===== src/rtl/jk_mod_counter_pkg.sv =====
// -----------------------------------------------------------------------------
// jk_mod_counter_pkg
// Definitions shared by the JK-cell modulo counter, its bus interface and any
// code that drives it:
//   mode_e        - 2-bit operating mode encoding (HOLD, UP, DOWN, LOAD)
//   MIN_WIDTH     - smallest supported counter width
//   MAX_WIDTH     - largest supported counter width
//   params_legal  - elaboration-time check of a WIDTH / MODULUS pair
// -----------------------------------------------------------------------------
package jk_mod_counter_pkg;

   typedef enum logic [1:0] {
      HOLD = 2'b00,
      UP   = 2'b01,
      DOWN = 2'b10,
      LOAD = 2'b11
   } mode_e;

   localparam int MIN_WIDTH = 2;
   localparam int MAX_WIDTH = 16;

   // A modulus is legal when 2 <= modulus <= 2**width and the width itself is
   // inside the supported range.
   function automatic bit params_legal(input int width, input int modulus);
      if (width < MIN_WIDTH || width > MAX_WIDTH) begin
         return 1'b0;
      end
      if (modulus < 2 || modulus > (1 << width)) begin
         return 1'b0;
      end
      return 1'b1;
   endfunction

endpackage : jk_mod_counter_pkg


===== src/rtl/jk_mod_counter_if.sv =====
// -----------------------------------------------------------------------------
// jk_mod_counter_if
// Control and status bundle of the modulo counter.
//   en        - count/load enable, low holds the counter
//   mode      - HOLD / UP / DOWN / LOAD
//   load_val  - value captured in LOAD mode
//   q         - registered count value
//   tc        - combinational terminal count
//   wrap      - registered one-cycle pulse in the cycle after a wrap
// Modports:
//   master - drives en/mode/load_val, observes q/tc/wrap
//   slave  - the counter itself
// -----------------------------------------------------------------------------
interface jk_mod_counter_if #(
   parameter int WIDTH = 4
);
   import jk_mod_counter_pkg::*;

   logic             en;
   mode_e            mode;
   logic [WIDTH-1:0] load_val;
   logic [WIDTH-1:0] q;
   logic             tc;
   logic             wrap;

   modport master (
      output en,
      output mode,
      output load_val,
      input  q,
      input  tc,
      input  wrap
   );

   modport slave (
      input  en,
      input  mode,
      input  load_val,
      output q,
      output tc,
      output wrap
   );

endinterface : jk_mod_counter_if


===== src/rtl/jk_mod_counter_jk_cell.sv =====
// -----------------------------------------------------------------------------
// jk_cell
// Single JK flip-flop, the storage element of every counter bit.
//   clk    - rising-edge clock
//   reset  - asynchronous, active-high; clears the cell to 0
//   j, k   - JK controls: 00 hold, 01 clear, 10 set, 11 toggle
//   q      - cell state
// -----------------------------------------------------------------------------
module jk_cell (
   input  logic clk,
   input  logic reset,
   input  logic j,
   input  logic k,
   output logic q
);

   logic state_q;

   // NOTE: the reset term is in the sensitivity list, so the cell clears as
   // soon as reset rises instead of waiting for the next clock edge.
   always_ff @(posedge clk or posedge reset) begin
      if (reset) begin
         state_q <= 1'b0;
      end else begin
         // NOTE: non-blocking assignments so every cell samples the old state
         // of its neighbours; blocking here would create order-dependent races.
         case ({j, k})
            2'b00:   state_q <= state_q;
            2'b01:   state_q <= 1'b0;
            2'b10:   state_q <= 1'b1;
            default: state_q <= ~state_q;
         endcase
      end
   end

   assign q = state_q;

endmodule : jk_cell


===== src/rtl/jk_mod_counter.sv =====
// -----------------------------------------------------------------------------
// jk_mod_counter
// Up/down modulo-MODULUS counter with parallel load, built from WIDTH JK cells.
// The next count is computed behaviourally and then translated into J/K
// controls for each cell; no cell is ever loaded through a D input.
// Parameters:
//   WIDTH    - counter width, 2..16
//   MODULUS  - count modulus, 2..2**WIDTH (checked at elaboration)
// Ports:
//   clk    - rising-edge clock
//   reset  - asynchronous, active-high; q=0, wrap=0 immediately
//   bus    - jk_mod_counter_if slave (en, mode, load_val, q, tc, wrap)
// -----------------------------------------------------------------------------
module jk_mod_counter
   import jk_mod_counter_pkg::*;
#(
   parameter int WIDTH   = 4,
   parameter int MODULUS = 16
) (
   input  logic           clk,
   input  logic           reset,
   jk_mod_counter_if.slave bus
);

   // Illegal parameter pairs stop elaboration.
   if (!params_legal(WIDTH, MODULUS)) begin : g_bad_params
      $error("jk_mod_counter: illegal WIDTH=%0d / MODULUS=%0d", WIDTH, MODULUS);
   end

   // One extra bit so MODULUS = 2**WIDTH is representable for comparisons.
   localparam logic [WIDTH:0]   MOD_EXT = (WIDTH + 1)'(MODULUS);
   localparam logic [WIDTH-1:0] MAX_VAL = WIDTH'(MODULUS - 1);
   localparam logic [WIDTH-1:0] ONE     = WIDTH'(1);

   logic [WIDTH-1:0] count_q;       // state held in the JK cells
   logic [WIDTH-1:0] count_d;       // desired next state
   logic [WIDTH-1:0] count_eff;     // count_q with out-of-range values clamped
   logic [WIDTH-1:0] load_clamped;  // load_val with out-of-range values clamped
   logic [WIDTH-1:0] cell_j;
   logic [WIDTH-1:0] cell_k;
   logic             wrap_q;
   logic             wrap_d;

   // A value at or above MODULUS can only come from a fault; treat it as the
   // top of the range so counting and tc recover cleanly.
   assign count_eff    = ({1'b0, count_q} >= MOD_EXT) ? MAX_VAL : count_q;
   assign load_clamped = ({1'b0, bus.load_val} >= MOD_EXT) ? MAX_VAL : bus.load_val;

   // Next-state and wrap-detect logic.
   always_comb begin
      // NOTE: every variable gets a default before the case so no path can
      // leave it unassigned, which would otherwise infer a latch.
      count_d = count_q;
      wrap_d  = 1'b0;
      if (bus.en) begin
         case (bus.mode)
            UP: begin
               if (count_eff == MAX_VAL) begin
                  count_d = '0;
                  wrap_d  = 1'b1;
               end else begin
                  count_d = count_eff + ONE;
               end
            end
            DOWN: begin
               if (count_eff == '0) begin
                  count_d = MAX_VAL;
                  wrap_d  = 1'b1;
               end else begin
                  count_d = count_eff - ONE;
               end
            end
            LOAD: begin
               count_d = load_clamped;
            end
            default: begin
               count_d = count_q;
            end
         endcase
      end
   end

   // Translate the desired state into JK controls: J=d, K=~d forces each cell
   // to d on the edge; J=K=0 holds it.
   always_comb begin
      cell_j = '0;
      cell_k = '0;
      if (bus.en && (bus.mode != HOLD)) begin
         cell_j = count_d;
         cell_k = ~count_d;
      end
   end

   for (genvar i = 0; i < WIDTH; i++) begin : g_cells
      jk_cell u_cell (
         .clk   (clk),
         .reset (reset),
         .j     (cell_j[i]),
         .k     (cell_k[i]),
         .q     (count_q[i])
      );
   end

   // Wrap flag: registered so it lines up with the wrapped count value.
   always_ff @(posedge clk or posedge reset) begin
      if (reset) begin
         wrap_q <= 1'b0;
      end else begin
         wrap_q <= wrap_d;
      end
   end

   // Terminal count depends only on mode and the current count, not on en.
   assign bus.tc   = ((bus.mode == UP)   && (count_eff == MAX_VAL)) ||
                     ((bus.mode == DOWN) && (count_eff == '0));
   assign bus.q    = count_q;
   assign bus.wrap = wrap_q;

endmodule : jk_mod_counter


===== src/flat_wrapper.sv =====
// flat-port wrapper written by rule: the top's interface ports become plain ports
module jk_mod_counter_flat import jk_mod_counter_pkg::*;
#(
   parameter int WIDTH   = 4,
   parameter int MODULUS = 16
)
  (clk, reset, bus_en, bus_mode, bus_load_val, bus_q, bus_tc, bus_wrap);
  jk_mod_counter_if #(.WIDTH(WIDTH)) bus_i ();
  input  logic clk;
  input  logic reset;
  input wire logic [$bits(bus_i.en)-1:0] bus_en;
  input wire logic [$bits(bus_i.mode)-1:0] bus_mode;
  input wire logic [$bits(bus_i.load_val)-1:0] bus_load_val;
  output wire logic [$bits(bus_i.q)-1:0] bus_q;
  output wire logic [$bits(bus_i.tc)-1:0] bus_tc;
  output wire logic [$bits(bus_i.wrap)-1:0] bus_wrap;
  assign bus_i.en = bus_en;
  assign bus_i.mode = bus_mode;
  assign bus_i.load_val = bus_load_val;
  assign bus_q = bus_i.q;
  assign bus_tc = bus_i.tc;
  assign bus_wrap = bus_i.wrap;
  jk_mod_counter #(.WIDTH(WIDTH), .MODULUS(MODULUS)) u_core (.clk(clk), .reset(reset), .bus(bus_i));
endmodule

===== config.mk =====
export PLATFORM = sky130hd
export DESIGN_NAME = jk_mod_counter_flat
export DESIGN_NICKNAME = d
export VERILOG_FILES = /design/src/rtl/jk_mod_counter_pkg.sv /design/src/rtl/jk_mod_counter_if.sv /design/src/rtl/jk_mod_counter_jk_cell.sv /design/src/rtl/jk_mod_counter.sv /design/src/flat_wrapper.sv
export SDC_FILE = /design/constraint.sdc
export NUM_CORES = 1
export LEC_CHECK = 0
export ABC_CLOCK_PERIOD_IN_PS = 1750
export BUFFER_PORTS_ARGS = -buffer_cell sky130_fd_sc_hd__buf_2
export CORE_AREA = 2 2 39 41
export CTS_CLUSTER_DIAMETER = 50
export DETAILED_ROUTE_END_ITERATION = 7
export DIE_AREA = 0 0 41 43
export GPL_TIMING_DRIVEN = 0
export PLACE_DENSITY = 0.67
export SLEW_MARGIN = 20
export SYNTH_ARGS = -nofsm -noshare
export SYNTH_HDL_FRONTEND = slang
export SYNTH_SLANG_ARGS = --single-unit

===== constraint.sdc =====
create_clock -name clk -period 1.75 [get_ports clk]
set_input_delay 0.0875 -clock clk [delete_from_list [all_inputs] [get_ports clk]]
set_output_delay 0.0875 -clock clk [all_outputs]
set_load 0.01 [all_outputs]

==> results of run 1 <==
[final cells by class]
| class | count | area, µm² | share of cell area, % |
|---|---|---|---|
| Inverter | 6 | 22.5 | 3.85 |
| Sequential cell | 5 | 125 | 21.4 |
| Timing Repair Buffer | 15 | 80.1 | 13.7 |
| Tap cell | 16 | 20.0 | 3.43 |
| Multi-Input combinational cell | 41 | 273 | 46.7 |
| Clock buffer | 4 | 26.3 | 4.50 |
| Buffer | 6 | 37.5 | 6.42 |
[Yosys cell counts]
cell / n / area (µm²)
sky130_fd_sc_hd__a221oi_1: 1 / 8.76
sky130_fd_sc_hd__nand2b_1: 1 / 6.26
sky130_fd_sc_hd__o22a_1: 1 / 8.76
sky130_fd_sc_hd__inv_1: 5 / 18.8
sky130_fd_sc_hd__a211oi_1: 1 / 7.51
sky130_fd_sc_hd__a21boi_1: 1 / 7.51
sky130_fd_sc_hd__inv_2: 1 / 3.75
sky130_fd_sc_hd__nor2_1: 2 / 7.51
sky130_fd_sc_hd__o32a_1: 1 / 10.0
sky130_fd_sc_hd__a221o_1: 1 / 10.0
sky130_fd_sc_hd__nand3_1: 3 / 15.0
sky130_fd_sc_hd__and3_1: 1 / 6.26
sky130_fd_sc_hd__or4_1: 1 / 7.51
sky130_fd_sc_hd__nor4b_1: 1 / 8.76
sky130_fd_sc_hd__nor3_1: 1 / 5.00
sky130_fd_sc_hd__ha_1: 6 / 75.1
sky130_fd_sc_hd__o21ai_0: 5 / 25.0
sky130_fd_sc_hd__dfrtp_1: 5 / 125
sky130_fd_sc_hd__a21oi_1: 5 / 25.0
sky130_fd_sc_hd__buf_4: 4 / 30.0
sky130_fd_sc_hd__nor2b_1: 2 / 12.5
sky130_fd_sc_hd__clkbuf_1: 2 / 7.51
sky130_fd_sc_hd__nand2_1: 7 / 26.3
[what timing repair did]
item,in CTS,in global routing
endpoints found under the hold margin,5,0
setup endpoints to repair,0,0
hold buffers,1,0
[logic make-up (layout without fill, tap and decap cells)]
kind of cell | Yosys count | count (layout)
buffers and inverters | 12 | 31
AO/OA/AOI/OAI | 16 | 16
flip-flops | 5 | 5
AND/OR/NAND/NOR | 19 | 19
adder cells (fa/ha/maj) | 6 | 6
[per-stage QoR]
step / cells / util (%)
2_1_floorplan: 58 / -
3_3_place_gp: 88 / 39.6
3_5_place_dp: 88 / 39.6
4_1_cts: 93 / 42.2
5_1_grt: 93 / 42.2
6_report: 93 / 42.2
[final timing paths]
path	endpoint	from	slack [ns]
worst min-delay path	u_core.bus.wrap	bus_en	0.12
max in group asynchronous	asynchronous set/reset pin	reset	1.29
worst max register to register	register	u_core.g_cells[0].u_cell.q	0.24
worst max-delay path	bus_tc	u_core.g_cells[0].u_cell.q	0.23
min in group asynchronous	u_core.g_cells[0].u_cell.q	reset	0.29
worst min register to register	register	register	0.66
[where the power goes]
group          internal (W)  switching (W)
clock             0.0000859      0.0000429
combinational      0.000104       0.000106
sequential         0.000137      0.0000344
[per-layer routing]
layer / track usage, % / wire length [µm] / part of all wire, %
met3: 1.57 / 26 / 2.7
met1: 16.6 / 454 / 47
met4: 4.67 / 0 / 0
met5: 0 / 0 / 0
met2: 20.3 / 482 / 50
[worst reg2reg max path, delay by kind of cell (launching register included)]
kind | cells | cell delay [ns]
compound gates | 2 | 0.51
simple gates | 1 | 0.08
flops | 1 | 0.46
buf+inv | 1 | 0.11
fa+ha+maj | 1 | 0.23
==> flow_summary.rst, run 1 <==
.. list-table::
   :header-rows: 1

   * - Metric
     - Value
   * - Run status
     - finished clean
   * - Via count of the first global-routing pass
     - between 400 and 500
   * - Detailed placer's ending HPWL
     - about 760 µm
   * - Classification of the worst-slack hold path
     - in2reg
   * - Mapped Cells
     - 58
   * - CTS root buf
     - sky130_fd_sc_hd__clkbuf_4
   * - Final worst slack
     - around 0.23 ns
   * - Worst slew margin relative to its limit
     - approximately 77%
   * - Post-synthesis compound-gate area fraction
     - between 20% and 30%
   * - Share of final-layout standard cells stronger than drive strength 1
     - around 29%
   * - TritonCTS clock tree
     - built
   * - Avg Synthesized Cell Area
     - between 7 and 8 µm²
   * - Post-synthesis to final-layout area growth
     - 27.6%
   * - CP top delay family
     - flip-flops
   * - Logic depth of the worst path, buffers included
     - 4
   * - Cells resized by post-CTS repair
     - 0
   * - Final critical-path share of the clock period
     - between 80 and 90%
   * - Fin crit period
     - roughly 1.5 ns
   * - Number of placement rows
     - 14
   * - # diodes
     - 0
   * - Critical path, cell by cell
     - ha_1 -> nand2_1 -> o21ai_0 -> buf_2
   * - Post-route setup TNS
     - 0 ns
   * - Arrival time worst endpoint
     - 1.43 ns
   * - Synthesized cell area
     - about 460 µm²
   * - Global placement routability congestion
     - around 0.84
   * - Worst path max stage delay
     - roughly 0.46 ns
   * - Slew at the pin closest to its max-slew limit
     - ~0.34 ns
   * - R2R cell count
     - 5
   * - CP max-delay cell
     - sky130_fd_sc_hd__dfrtp_1
   * - Buffers & Inverters on Critical Path
     - 1
   * - Number of endpoints with negative hold slack in the final report
     - 0
   * - Most frequent standard cell in the layout excluding fill and tap cells
     - sky130_fd_sc_hd__buf_2
   * - Net count after synthesis
     - 73
   * - Clock Pin Slew Worst Setup and Hold Paths
     - about 0.04 ns
   * - Clock latency of the later-clocked register in the worst-skew pair
     - about 0.23 ns
   * - Yosys Warn Count
     - 0
   * - Placed cell areas
     - 548 µm²
   * - Die area
     - ~1800 µm²
   * - Post-route ant nets
     - 0
   * - WL per Instance
     - around 10 µm
   * - Highest attainable clock frequency
     - ~660 MHz
   * - Number of maximum-capacitance violations
     - 0
   * - Total power draw
     - about 0.00051 W
   * - Worst Setup Slack post-DPL
     - between 0.2 and 0.25 ns
   * - Final design area excluding fillers
     - between 500 and 600 µm²
   * - Share of synthesized cell area in and, or, nand and nor gates
     - around 21%
   * - Adder and majority gate portion of the synthesized area
     - 16.4%
   * - PwrDens
     - 871 nW/µm²
   * - Total DRC errors in the routed layout
     - 0
   * - Global-route congestion overflow total
     - 0
   * - Worst-case clock buffer depth
     - 2
   * - H-tree depth reported by CTS
     - 1
   * - Post-CTS Setup Bufs
     - 0
   * - Number of antenna violations at the first check in global routing
     - 0
   * - Horizontal die dimension
     - between 40 and 50 µm
   * - Boundary Pins
     - 15
   * - Post-Route Hold Slack
     - ~0.12 ns
   * - Worst setup skew after layout
     - roughly 0.00039 ns
   * - Via Count
     - 450
   * - Num Clock Sinks
     - 5
   * - Inserted Clock Buffers
     - 3
   * - Core area
     - 1380 µm²
   * - Sort of element at the start of the critical path
     - register
   * - Maximum vdd drop
     - 220 µV
   * - Vias per cell
     - just under 5
   * - Fraction of synthesized area in multiplexers
     - 0%
   * - Effective utilization at floorplan
     - about a third
   * - CP Class
     - reg2out
   * - Worst hold path cell count
     - 2
   * - RSZ-0062 raised after global routing
     - no
   * - Static leakage
     - a little under 0.3 nW
   * - Final Max Tran Viols
     - 0
   * - Sequential element share of the synthesized area
     - between 20% and 30%
   * - Global-route usage over all layers
     - between 10% and 20%
   * - Count of endpoints failing setup in the final report
     - 0
   * - Wire length of the first global-routing pass
     - 1590 µm
   * - Xor and xnor fraction of the mapped netlist area
     - 0%
   * - Largest family of logic cells by synthesized area
     - compound AO/OA/AOI/OAI gates
   * - Flip-flop and latch count after synthesis
     - 5
   * - Nature of the critical path endpoint
     - output port
   * - Detailed router's first-iteration violation count
     - 9
   * - Routed Wire Length
     - 964 µm
   * - Total Nets Final
     - 93
   * - Highest-count cells in the layout ignoring fill and taps
     - 14 x sky130_fd_sc_hd__buf_2, 7 x sky130_fd_sc_hd__nand2_1, 6 x sky130_fd_sc_hd__ha_1
   * - I/O Buffers
     - 14
   * - Required time worst endpoint
     - between 1.5 and 2 ns
   * - Pin count of the biggest net entering global routing
     - 10
   * - 1st-pass router iterations
     - 4
   * - Worst-path fanout max
     - 7
   * - Fill cell instance count of the final layout
     - 140
   * - Y dimension of the die
     - 43 µm
   * - Synth cell types
     - 23
Power figures use the tool's default switching activity.
==> inputs of run 2 (changes only) <==
Settings changed: ABC_CLOCK_PERIOD_IN_PS 1750 to default, BUFFER_PORTS_ARGS -buffer_cell sky130_fd_sc_hd__buf_2 to default, CORE_AREA 2 2 39 41 to 2 2 40 42, DIE_AREA 0 0 41 43 to 0 0 42 44, DONT_BUFFER_PORTS from default to 1, PLACE_DENSITY 0.67 to 0.75, SYNTH_HIERARCHICAL from default to 1.
==> run 2 against run 1 <==
  * The flow now finishes with violations (setup timing)
  * Critical path type is now reg2reg
  * Synthesized area is 57% higher
  * Global-route usage up 6.1 points
  * Clock power up 5%
  * Die area up 4.8%
  * Clock skew grew 0.0054 ns
  * Hold slack worse by 0.095 ns
  * First-iteration DRC count is 33% lower
  * Final area up 62%
  * Routed wire length increased by 71%
  * Largest cell class unchanged
  * Critical path depth grew 6
==> flow_summary.rst, run 2 <==
.. list-table::
   :header-rows: 1

   * - Metric
     - Value
   * - Post-synthesis to final-layout area growth
     - 31.7% (was 27.6%)
   * - 1st-pass router iterations
     - 4 (unchanged)
   * - EDFF count, synth
     - 0 (unchanged)
   * - Critical path, cell by cell
     - inv_2 -> ha_4 -> xor2_1 -> a222oi_1 -> nor2b_2 -> inv_2 -> buf_6 -> ha_4 -> nor3b_4 -> a211oi_2 (was ha_1 -> nand2_1 -> o21ai_0 -> buf_2)
   * - # diodes
     - 0 (unchanged)
   * - Required time worst endpoint
     - 1.88 ns (was 1.66 ns)
   * - Global-route usage over all layers
     - 18.8% (was 12.7%)
   * - CP top delay family
     - flip-flops (unchanged)
   * - Fill cell instance count of the final layout
     - 108 (was 140)
   * - Buffers & Inverters on Critical Path
     - 3 (was 1)
   * - Most instantiated library cell after synthesis
     - sky130_fd_sc_hd__inv_1 (was sky130_fd_sc_hd__nand2_1)
   * - Highest attainable clock frequency
     - 463 MHz (was 660 MHz)
   * - Classification of the worst-slack hold path
     - in2reg (unchanged)
   * - Fin crit period
     - 2.16 ns (was 1.52 ns)
   * - Slew at the pin closest to its max-slew limit
     - 0.358 ns (was 0.339 ns)
   * - Launch point of the worst hold path
     - bus_en (unchanged)
   * - Routed Wire Length
     - 1650 µm (was 964 µm)
   * - Final Max Tran Viols
     - 0 (unchanged)
   * - Run status
     - complete, but fails checks (was finished clean)
   * - Boundary Pins
     - 15 (unchanged)
   * - TritonCTS clock tree
     - built (unchanged)
   * - Yosys Warn Count
     - 6 (was 0)
   * - Final design area excluding fillers
     - 946 µm² (was 584 µm²)
   * - WL per Instance
     - 14.7 µm (was 10.4 µm)
   * - Synthesized cell area
     - 718 µm² (was 458 µm²)
   * - Worst reg2reg path startpoint
     - u_core/g_cells[0].u_cell/q (was u_core.g_cells[0].u_cell.q)
   * - Total DRC errors in the routed layout
     - 0 (unchanged)
   * - Die area
     - 1850 µm² (was 1760 µm²)
   * - CTS root buf
     - sky130_fd_sc_hd__clkbuf_4 (unchanged)
   * - Worst reg2reg path endpoint
     - u_core/g_cells[2].u_cell/q
   * - Highest-count cells in the layout ignoring fill and taps
     - 13 x sky130_fd_sc_hd__inv_1, 8 x sky130_fd_sc_hd__nor2_1, 8 x sky130_fd_sc_hd__ha_1 (was 14 x sky130_fd_sc_hd__buf_2, 7 x sky130_fd_sc_hd__nand2_1, 6 x sky130_fd_sc_hd__ha_1)
   * - Post-route ant nets
     - 0 (unchanged)
   * - Via Count
     - 620 (was 450)
   * - Total power draw
     - 0.00133 W (was 0.000509 W)
   * - Most frequent standard cell in the layout excluding fill and tap cells
     - sky130_fd_sc_hd__inv_1 (was sky130_fd_sc_hd__buf_2)
   * - Nature of the critical path endpoint
     - register (was output port)
   * - Via count of the first global-routing pass
     - 614 (was 411)
   * - Footprint of the flip-flops and latches
     - 130 µm² (was 125 µm²)
   * - Vias per cell
     - 5.54 (was 4.84)
   * - Count of endpoints failing setup in the final report
     - 4 (was 0)
   * - Detailed router's first-iteration violation count
     - 6 (was 9)
   * - Sort of element at the start of the critical path
     - register (unchanged)
   * - Share of final-layout standard cells stronger than drive strength 1
     - 43.8% (was 28.6%)
   * - Inserted Clock Buffers
     - 3 (unchanged)
   * - Worst hold endpoint
     - u_core/bus.wrap (was u_core.bus.wrap)
   * - Total area of multi-input combinational cells
     - 639 µm² (was 273 µm²)
   * - Final worst slack
     - -0.409 ns (was 0.235 ns)
   * - Clock latency of the later-clocked register in the worst-skew pair
     - 0.25 ns (was 0.23 ns)
   * - RSZ-0062 raised after global routing
     - yes (was no)
   * - Maximum vdd drop
     - 908 µV (was 220 µV)
   * - Async S/R FF share, synth
     - 100% (unchanged)
   * - Synth cell types
     - 27 (was 23)
   * - Y dimension of the die
     - 44 µm (was 43 µm)
   * - Num Clock Sinks
     - 5 (unchanged)
   * - PwrDens
     - 1410 nW/µm² (was 871 nW/µm²)
   * - Post-Route Hold Slack
     - 0.0240 ns (was 0.119 ns)
   * - Net count after synthesis
     - 109 (was 73)
   * - Ys flop type
     - sky130_fd_sc_hd__dfrtp_1 (unchanged)
   * - Layout Utilization
     - 66.7% (was 42.2%)
   * - CP Class
     - reg2reg (was reg2out)
   * - Top area cells in the synthesized netlist
     - sky130_fd_sc_hd__ha_1 24%, sky130_fd_sc_hd__dfrtp_1 17%, sky130_fd_sc_hd__inv_1 8.4% (was sky130_fd_sc_hd__dfrtp_1 27%, sky130_fd_sc_hd__ha_1 16%, sky130_fd_sc_hd__buf_4 6.6%)
   * - Largest area contributor in the netlist
     - sky130_fd_sc_hd__ha_1 (was sky130_fd_sc_hd__dfrtp_1)
   * - Final critical-path share of the clock period
     - 123% (was 86.6%)
   * - R2R cell count
     - 10 (was 5)
   * - Worst setup skew after layout
     - 0.00583 ns (was 0.000387 ns)
   * - Largest register FFs
     - 4
   * - Number of maximum-capacitance violations
     - 0 (unchanged)
   * - Detailed placer's ending HPWL
     - 1060 µm (was 759 µm)
   * - Worst slew margin relative to its limit
     - 76.2% (was 77.4%)
   * - Sequential element share of the synthesized area
     - 17.4% (was 27.3%)
   * - Worst path max stage delay
     - 0.48 ns (was 0.46 ns)
   * - CP max-delay cell
     - sky130_fd_sc_hd__dfrtp_2 (was sky130_fd_sc_hd__dfrtp_1)
   * - Pin count of the biggest net entering global routing
     - 12 (was 10)
   * - Worst-case clock buffer depth
     - 2 (unchanged)
   * - Core area
     - 1420 µm² (was 1380 µm²)
   * - Flip-flop and latch count after synthesis
     - 5 (unchanged)
   * - Clock Pin Slew Worst Setup and Hold Paths
     - 0.05 ns (was 0.04 ns)
   * - Register-to-register setup slack
     - -0.41 ns (was 0.24 ns)
   * - Arrival time worst endpoint
     - 2.29 ns (was 1.43 ns)
   * - Worst hold path cell count
     - 1 (was 2)
   * - Placed cell areas
     - 766 µm² (was 548 µm²)
   * - Global-route congestion overflow total
     - 0 (unchanged)
   * - Wire length of the first global-routing pass
     - 2590 µm (was 1590 µm)
   * - Horizontal die dimension
     - 42 µm (was 41 µm)
   * - H-tree depth reported by CTS
     - 1 (unchanged)
   * - Static leakage
     - 0.403 nW (was 0.298 nW)
   * - Global placement routability congestion
     - 0.817 (was 0.837)
   * - Mapped Cells
     - 86 (was 58)
   * - Fraction of synthesized cell area taken by the top area cell type
     - 24.4% (was 27.3%)
   * - Number of endpoints with negative hold slack in the final report
     - 0 (unchanged)
   * - Number of placement rows
     - 14 (unchanged)
   * - Effective utilization at floorplan
     - 50.6% (was 33.1%)
   * - Violated checks
     - setup timing
   * - Total Nets Final
     - 120 (was 93)
   * - Worst-path fanout max
     - 8 (was 7)
   * - Avg Synthesized Cell Area
     - 8.35 µm² (was 7.90 µm²)
   * - Synth top cells by count
     - 16 x sky130_fd_sc_hd__inv_1, 14 x sky130_fd_sc_hd__ha_1, 8 x sky130_fd_sc_hd__nor2_1, 8 x sky130_fd_sc_hd__nor2b_1, 5 x sky130_fd_sc_hd__dfrtp_1 (was 7 x sky130_fd_sc_hd__nand2_1, 6 x sky130_fd_sc_hd__ha_1)
   * - I/O Buffers
     - 0 (was 14)
   * - Number of antenna violations at the first check in global routing
     - 0 (unchanged)
## run 2: cell types whose count changed in the layout (fill, tap and decap cells not counted), sizes merged, moves of 6 or more
cell,previous run,this run
nor2b,2,8
ha,6,14
inv,6,18
nor2,2,8
buf,18,6
## run 2: how the worst max path moves through the flow
stage,start,end,depth (start not counted)
floorplan,u_core/g_cells[0].u_cell/q,u_core/g_cells[2].u_cell/q,9
global placement,u_core/g_cells[1].u_cell/q,u_core/g_cells[3].u_cell/q,8
detailed placement,u_core/g_cells[0].u_cell/q,u_core/g_cells[2].u_cell/q,9
CTS,u_core/g_cells[1].u_cell/q,u_core/g_cells[3].u_cell/q,8
global route,u_core/g_cells[0].u_cell/q,u_core/g_cells[2].u_cell/q,10
finish,u_core/g_cells[0].u_cell/q,u_core/g_cells[2].u_cell/q,10
## run 2: layout make-up
type | count | area share, %
Buffer | 1 | 1.19
Clock buffer | 4 | 2.78
Inverter | 18 | 7.14
Multi-Input combinational cell | 62 | 67.6
Sequential cell | 5 | 13.8
Tap cell | 16 | 2.12
Timing Repair Buffer | 6 | 5.42
## run 2: cell families after synthesis
kind of cell             Yosys count  share of synthesized area, %
AND/OR/NAND/NOR                   31                          27.2
flip-flops                         5                          17.4
AO/OA/AOI/OAI                     15                          18.5
adder cells (fa/ha/maj)           14                          24.4
XOR/XNOR                           2                          2.44
buffers and inverters             19                          10.1
## run 2: stage by stage
stage / setup WS, ns / std cells / setup TNS [ns]
global route: -0.491 / 112 / -1.73
CTS: -0.383 / 112 / -1.35
floorplan: -0.240 / 86 / -0.819
detailed placement: -0.407 / 102 / -1.42
finish: -0.409 / 112 / -1.32
global placement: -0.377 / 102 / -1.34
## run 2: per-layer routing
layer	wire (µm)	vias to the layer above	GRT usage, %	share of wire (%)
met5	0	-	0	0
met4	14	0	9.68	0.85
met3	68	2	6.67	4.1
met2	898	16	32.5	55
met1	663	292	20.4	40
li1	-	310	-	-
## run 2: power by group
group	switching (W)	internal, W	total [W]
Clock	0.0000492	0.0000863	0.000135
Sequential	0.000148	0.000175	0.000323
Combinational	0.000412	0.000458	0.000871
## run 2: what timing repair did
item | 4_1_cts | 5_1_grt
pin swaps | 7 | 6
hold buffers | 1 | 0
gates resized for setup | 4 | 18
endpoints found under the setup margin | 4 | 4
setup buffers | 5 | 0
endpoints found under the hold margin | 5 | 0
